<file path="config.mk">
export PLATFORM = sky130hd
export DESIGN_NAME = sram_wr_port_arbiter
export DESIGN_NICKNAME = d
export VERILOG_FILES = /design/src/rtl/sram_wr_port_arbiter.sv
export SDC_FILE = /design/constraint.sdc
export NUM_CORES = 1
export LEC_CHECK = 0
export CAP_MARGIN = 40
export CELL_PAD_IN_SITES_DETAIL_PLACEMENT = 0
export CELL_PAD_IN_SITES_GLOBAL_PLACEMENT = 1
export CORE_MARGIN = 1.5
export CORE_UTILIZATION = 25
export CTS_BUF_LIST = sky130_fd_sc_hd__clkbuf_8
export DETAILED_ROUTE_END_ITERATION = 7
export PLACE_DENSITY = 0.85
export SLEW_MARGIN = 20
export SYNTH_ARGS = -nofsm -noshare
export SYNTH_HDL_FRONTEND = slang
export SYNTH_SLANG_ARGS = --single-unit
</file>
<file path="constraint.sdc">
create_clock -name clk -period 1.2 [get_ports clk]
set_input_delay 0.18 -clock clk [delete_from_list [all_inputs] [get_ports clk]]
set_output_delay 0.18 -clock clk [all_outputs]
set_load 0.05 [all_outputs]
</file>
<file path="src/rtl/sram_wr_port_arbiter.sv">
// Write-port owner for a reset-less 1R1W SRAM: clears every entry after reset, then arbitrates
// two valid/ready requesters. Define SRAM_WR_ARB_RR_EN for round-robin ties (default: fixed priority).
module sram_wr_port_arbiter #(
  parameter int unsigned           SRAM_DEPTH = 64,
  parameter int unsigned           SRAM_INDEX = 6,
  parameter int unsigned           SRAM_WIDTH = 32,
  parameter logic [SRAM_WIDTH-1:0] INIT_VALUE = '0
) (
  input  logic                  clk,
  input  logic                  reset,
  input  logic                  req0_valid_i,
  input  logic [SRAM_INDEX-1:0] req0_addr_i,
  input  logic [SRAM_WIDTH-1:0] req0_data_i,
  output logic                  req0_ready_o,
  input  logic                  req1_valid_i,
  input  logic [SRAM_INDEX-1:0] req1_addr_i,
  input  logic [SRAM_WIDTH-1:0] req1_data_i,
  output logic                  req1_ready_o,
  output logic                  init_busy_o,
  output logic                  we_o,
  output logic [SRAM_INDEX-1:0] addrWr_o,
  output logic [SRAM_WIDTH-1:0] data_o
);

  typedef enum logic [0:0] {StInit, StRun} state_e;

  // One extra bit so the sweep counter cannot wrap before the last-entry compare.
  localparam logic [SRAM_INDEX:0] LastIdx = (SRAM_INDEX + 1)'(SRAM_DEPTH - 1);

  state_e                state_q, state_d;
  logic [SRAM_INDEX:0]   init_cnt_q, init_cnt_d;
  logic                  we_q, we_d;
  logic [SRAM_INDEX-1:0] addr_q, addr_d;
  logic [SRAM_WIDTH-1:0] data_q, data_d;
  logic                  busy_q, busy_d;

  logic run;
  logic grant;      // index of the requester that may hand off this cycle
  logic handshake;

  assign run = (state_q == StRun);

`ifdef SRAM_WR_ARB_RR_EN
  logic rr_ptr_q;

  always_comb begin
    grant = 1'b0;
    if (req0_valid_i && req1_valid_i) begin
      grant = rr_ptr_q;
    end else if (req1_valid_i) begin
      grant = 1'b1;
    end
  end

  always_ff @(posedge clk) begin
    if (reset) begin
      rr_ptr_q <= 1'b0;
    end else if (handshake) begin
      rr_ptr_q <= ~grant;
    end
  end
`else
  // Requester 0 always wins a tie.
  always_comb begin
    grant = 1'b0;
    if (!req0_valid_i && req1_valid_i) begin
      grant = 1'b1;
    end
  end
`endif

  assign req0_ready_o = run && req0_valid_i && !grant;
  assign req1_ready_o = run && req1_valid_i && grant;
  assign handshake    = req0_ready_o || req1_ready_o;

  always_comb begin
    state_d    = state_q;
    init_cnt_d = init_cnt_q;
    we_d       = 1'b0;
    addr_d     = addr_q;
    data_d     = data_q;
    busy_d     = (state_q == StInit);
    unique case (state_q)
      StInit: begin
        we_d       = 1'b1;
        addr_d     = init_cnt_q[SRAM_INDEX-1:0];
        data_d     = INIT_VALUE;
        init_cnt_d = init_cnt_q + 1'b1;
        if (init_cnt_q == LastIdx) begin
          state_d = StRun;
        end
      end
      StRun: begin
        if (handshake) begin
          we_d   = 1'b1;
          addr_d = grant ? req1_addr_i : req0_addr_i;
          data_d = grant ? req1_data_i : req0_data_i;
        end
      end
      default: state_d = StInit;
    endcase
  end

  always_ff @(posedge clk) begin
    if (reset) begin
      state_q    <= StInit;
      init_cnt_q <= '0;
      we_q       <= 1'b0;
      addr_q     <= '0;
      data_q     <= '0;
      busy_q     <= 1'b1;
    end else begin
      state_q    <= state_d;
      init_cnt_q <= init_cnt_d;
      we_q       <= we_d;
      addr_q     <= addr_d;
      data_q     <= data_d;
      busy_q     <= busy_d;
    end
  end

  assign we_o        = we_q;
  assign addrWr_o    = addr_q;
  assign data_o      = data_q;
  assign init_busy_o = busy_q;

endmodule

</file>
==> run_results.csv <==
group,metric,value,unit
drt,num_vias,2130,
floorplanning,core.rowCount,32,
floorplanning,die_h,92.3,um
sta,tns,-4.28,ns
setup_path,critical_path_peak_fanout,4,
drt,routed_wirelength,6820,um
cts,htree_levels,2,
drt,dr.pass1.iters,4,
global_route,grt_overflow,0,
final_layout,design_area,4460,sq um
cts,insertion_delay,0.30,ns
global_route,grt_pass1_wl,10500,um
cts,cts_root_buffer,"clkbuf_8",
drt,drc_errors,0,
synth,synth_seq_cells,48,
floorplanning,start_util,25.8,%
sta,maxSlewHeadroom,82.2,%
synth,synth_warnings,0,
placement,gp_congestion,0.797,
synth,syn-num-nets,273,
cts,numCtsBuffers,5,
synth,syn_avg_cell_area,10.4,sq um
power_and_ir_drop,ir_drop,0.531,mV
cts,tritoncts,"done",
sta,max_freq,741,MHz
power_and_ir_drop,p_leak,0.00167,uW
outcome,violations,"setup timing",
synth,syn_area,1990,sq um
sta,slew_violations,0,
drt,wire_per_inst,15.5,um
outcome,status,"complete, but fails checks",
placement,place_area,3880,sq um
placement,hpwl,4870,um
sta,holdWs,0.512,ns
sta,worst_pin_slew,0.267,ns
drt,antenna_left,0,
setup_path,endpoint_kind,"output pin",
floorplanning,die_area,8520,sq um
sta,setup-violations-final,40,
synth,syn_inst,192,
setup_path,setup.worst_path.start_class,"flop",
floorplanning,die_w,92.3,um
sta,rsz0062_at_grt,"true",
final_layout,area_growth,124,%
floorplanning,pin_count,122,
cts,clk_pin_slew,0.10,ns
placement,portBuffers,121,
sta,period_needed,1.35,ns
setup_path,worstPathArrival,1.17,ns
final_layout,nets,419,
setup_path,critical_path_required,1.02,ns
global_route,grt_pass1_vias,2174,
min_path,min_path_type,"reg -> reg",
final_layout,antenna-diode-count,0,
cts,cts.path.max_buffers,2,
drt,drt_first_iter_violations,49,
global_route,grt_max_degree,20,
sta,final.period_utilization,112,%
floorplanning,core,7730,sq um
final_layout,layout-drive-gt1-share,41.9,%
global_route,grt_antenna_before_repair,0,
synth,synth_cell_types,35,
power_and_ir_drop,p_per_area,705,nW/um^2
sta,skew,0.0133,ns
setup_path,critPathKind,"reg -> out",
global_route,track_usage,15.3,%
drt,vias_per_cell,4.83,
sta,layout_setup_ws,-0.150,ns
cts,clock_sink_count,48,
synth,seq_area_frac_synth,48.2,%
run,drv_cap,0,
cts,cts_hold_buffers,0,
sta,hold_viol,0,
-- worst max-delay path, cell delays in order, from the launching register on --
cell     delay (ns)
dfxtp_2        0.35
buf_6          0.12
buf_6          0.09
and3_4         0.17
buf_8          0.14
-- cell usage in the layout, fill, tap and decap left out, types with 2 or more instances in the layout --
master,instances
a22oi_1,32
clkdlybuf4s50_1,77
buf_6,7
a2111oi_2,2
nand4b_1,2
nand2b_1,5
a221oi_2,2
dfxtp_1,47
o22ai_1,2
inv_1,3
buf_16,2
o32ai_2,3
nor2_4,4
o2bb2ai_2,32
buf_4,24
nor2_1,12
clkbuf_8,5
buf_12,46
xor2_1,3
-- final timing paths --
check,startpoint,end,slack [ns],cells past startpoint
setup / recovery,run,req1_ready_o,-0.15,4
hold / removal,data_o[30],data_o[30],0.51,1
setup reg to reg,run,init_cnt_q[5],-0.13,5
hold reg to reg,data_o[30],data_o[30],0.51,1
-- state kept, by name (all words and copies together), names as in the netlist --
signal / flops
init_cnt_q: 7
we_o: 1
data_o: 32
init_busy_o: 1
addrWr_o: 6
run: 1
-- Yosys cell counts, drive strengths merged --
cell,count,area (sq um)
o221ai,1,8.76
o2bb2ai,32,287
a211oi,2,15.0
or3,1,6.26
a22oi,32,240
nand4b,2,17.5
nor2b,3,18.8
a221oi,3,26.3
nand3b,1,7.51
a31o,1,8.76
xor2,3,26.3
clkbuf,12,45.0
a21oi,1,5.00
or3b,1,8.76
a2111oi,2,17.5
nor2,17,80.1
nand2,1,3.75
mux2i,1,10.0
o32ai,3,26.3
inv,3,11.3
and3,1,6.26
a31oi,1,6.26
buf,8,67.6
xnor2,1,8.76
nand2b,5,31.3
o21ai,1,5.00
o22ai,2,12.5
dfxtp,48,961
nand3,1,5.00
and4,1,8.76
ha,1,12.5
-- layout make-up --
cell class,instances,area (sq um)
sequential,48,962
tap,102,128
timing repair buffer,159,2040
clock buffer,5,68.8
multi-input combinational,121,1230
clock inverter,3,16.3
inverter,3,15.0
fill,628,3270
-- stage by stage --
stage | power (uW) | std cells | util [%] | setup WS [ns]
final | 3140 | 441 | 57.7 | -0.150
after global routing | 3270 | 441 | 57.7 | -0.195
after CTS | 3160 | 440 | 55.4 | -0.141
after detailed placement | 2190 | 422 | 50.2 | -0.522
after global placement | 2180 | 422 | 50.2 | -0.429
after floorplan | 1810 | 192 | - | -0.114
-- logic make-up after synthesis --
logic type	after synthesis	share of synthesized area, %
adder cells (fa/ha/maj)	1	0.627
flip-flops	48	48.2
AND/OR/NAND/NOR	34	9.72
multiplexers	1	0.502
AO/OA/AOI/OAI	81	33.0
buffers and inverters	23	6.21
XOR/XNOR	4	1.76
-- power by group --
part,leakage (uW),internal (uW),switching (uW)
logic,0.00123,362,213
clock network,0.0000507,401,545
registers,0.000388,1610,15.0
total,0.00167,2370,773
-- per-layer routing --
layer	routed length, um	vias up	part of all wire [%]	global-route usage (%)
li1	-	1036	-	-
met1	2830	1030	42	17.8
met2	3660	62	54	27.9
met3	309	2	4.5	3.78
met4	17	0	0.25	3.21
met5	0	-	0	0
-- repair_timing --
item,4_1_cts,5_1_grt
endpoints found under the setup margin,43,43
pin swaps,4,3
resized for setup,40,31
buffers inserted,8,1
cloned,2,0
No activity file was read; power rests on OpenSTA's default activity.
==> RTL change (same settings) <==
Change the parameter `SRAM_WIDTH` from 32 to 64.
--- a/src/rtl/sram_wr_port_arbiter.sv
+++ b/src/rtl/sram_wr_port_arbiter.sv
@@ -3,7 +3,7 @@
 module sram_wr_port_arbiter #(
   parameter int unsigned           SRAM_DEPTH = 64,
   parameter int unsigned           SRAM_INDEX = 6,
-  parameter int unsigned           SRAM_WIDTH = 32,
+  parameter int unsigned           SRAM_WIDTH = 64,
   parameter logic [SRAM_WIDTH-1:0] INIT_VALUE = '0
 ) (
   input  logic                  clk,
Ports: changed (resized data_o, req0_data_i and req1_data_i); port bits go from 122 to 218. The function was not compared with the original's and may differ.
==> RTL change against the unedited design <==
  * The flow still finishes with violations (setup timing)
  * Total power grew 77%
  * Sequential cell count grew 32
  * Hold slack worse by 140 ps
  * Sequential share of layout area is 1.8 points higher
  * Cell area up 54%
  * Synthesized cell count increased by 64%
  * Sequential power grew 65%
  * Critical path depth did not move
  * Worst setup slack got worse by 2.9 ps
  * Wire length is 70% higher
  * Synthesized area grew 64%
==> RTL change: results (changes against the unedited design) <==
| Metric | Value |
|---|---|
| Grt met2 use | `29.6% (+1.6 points)` |
| Worst Setup Slack, final | `-152 ps (-2.89 ps)` |
| Synth Area per Inst | `10.4 sq um (+0.19%)` |
| P per Cell Area | `814 mW/mm^2 (+16%)` |
| Cts bufs inserted | `9 (+4)` |
| Hold Crit Endpoint | `data_o[6]` |
| Failing checks | `setup timing` |
| GPL Wtd Cong | `0.745 (-6.5%)` |
| Placed instance area | `0.00652 sq mm (+68%)` |
| Largest net degree at the start of global routing | `36 (+80%)` |
| Seq pwr | `0.00268 W (+65%)` |
| Fin Hold WS | `375 ps (-136 ps)` |
| Half-perimeter wire length after placement | `8940 um (+84%)` |
| Reg-to-Reg End | `data_o[61]` |
| Clock latency at the later pin of the worst-skew pair | `350 ps (+50 ps)` |
| Clk. pwr | `0.00200 W (+110%)` |
| Setup repair bufs after CTS | `2 (-6)` |
| Area contributors post-synth | `dfxtp_1, o2bb2ai_1, a22oi_1` |
| Routed length on met1 | `4510 um (+59%)` |
| CTS H-tree depth | `3 (+1)` |
| Post-synthesis cell type count | `38 (+8.6%)` |
| TNS Setup | `-7220 ps (-2940 ps)` |
| Status | `finished with violations` |
| Fraction of the yosys area taken by sequential cells | `48.9% (+0.67 points)` |
| DR iter-0 viols | `112 (+130%)` |
| Final setup violation count | `65 (+63%)` |
| Met1 Usage GRT | `17.9% (+0.12 points)` |
| Net Count, Synth | `460 (+68%)` |
| Commonest cells post-synth | `dfxtp_1, a22oi_1, o2bb2ai_1` |
-- RTL change: cell count changes in the layout (fill, tap and decap cells not counted), moves of 6 or more --
cell             before  now
mux2_2                0    6
clkbuf_8              5   11
dfxtp_1              47   79
nand2_1               1   13
buf_12               46   82
o2bb2ai_1             0   57
o2bb2ai_2            32    1
a21oi_1               0    6
buf_4                24   17
clkdlybuf4s50_1      77  141
a22oi_1              32   58
-- RTL change: area by class of cell --
| class | instances | area (sq um) |
|---|---|---|
| inverter | 3 | 15.0 |
| fill | 1146 | 5870 |
| clock inverter | 5 | 47.5 |
| multi-input combinational | 197 | 1580 |
| sequential | 80 | 1600 |
| timing repair buffer | 246 | 3240 |
| clock buffer | 11 | 151 |
| tap | 172 | 215 |
-- RTL change: kinds of logic after synthesis --
family	after synthesis	share of synthesized area, %
AO/OA/AOI/OAI	139	33.7
AND/OR/NAND/NOR	46	7.29
adder cells (fa/ha/maj)	1	0.382
buffers and inverters	38	6.34
flip-flops	80	48.9
XOR/XNOR	4	1.07
multiplexers	7	2.37
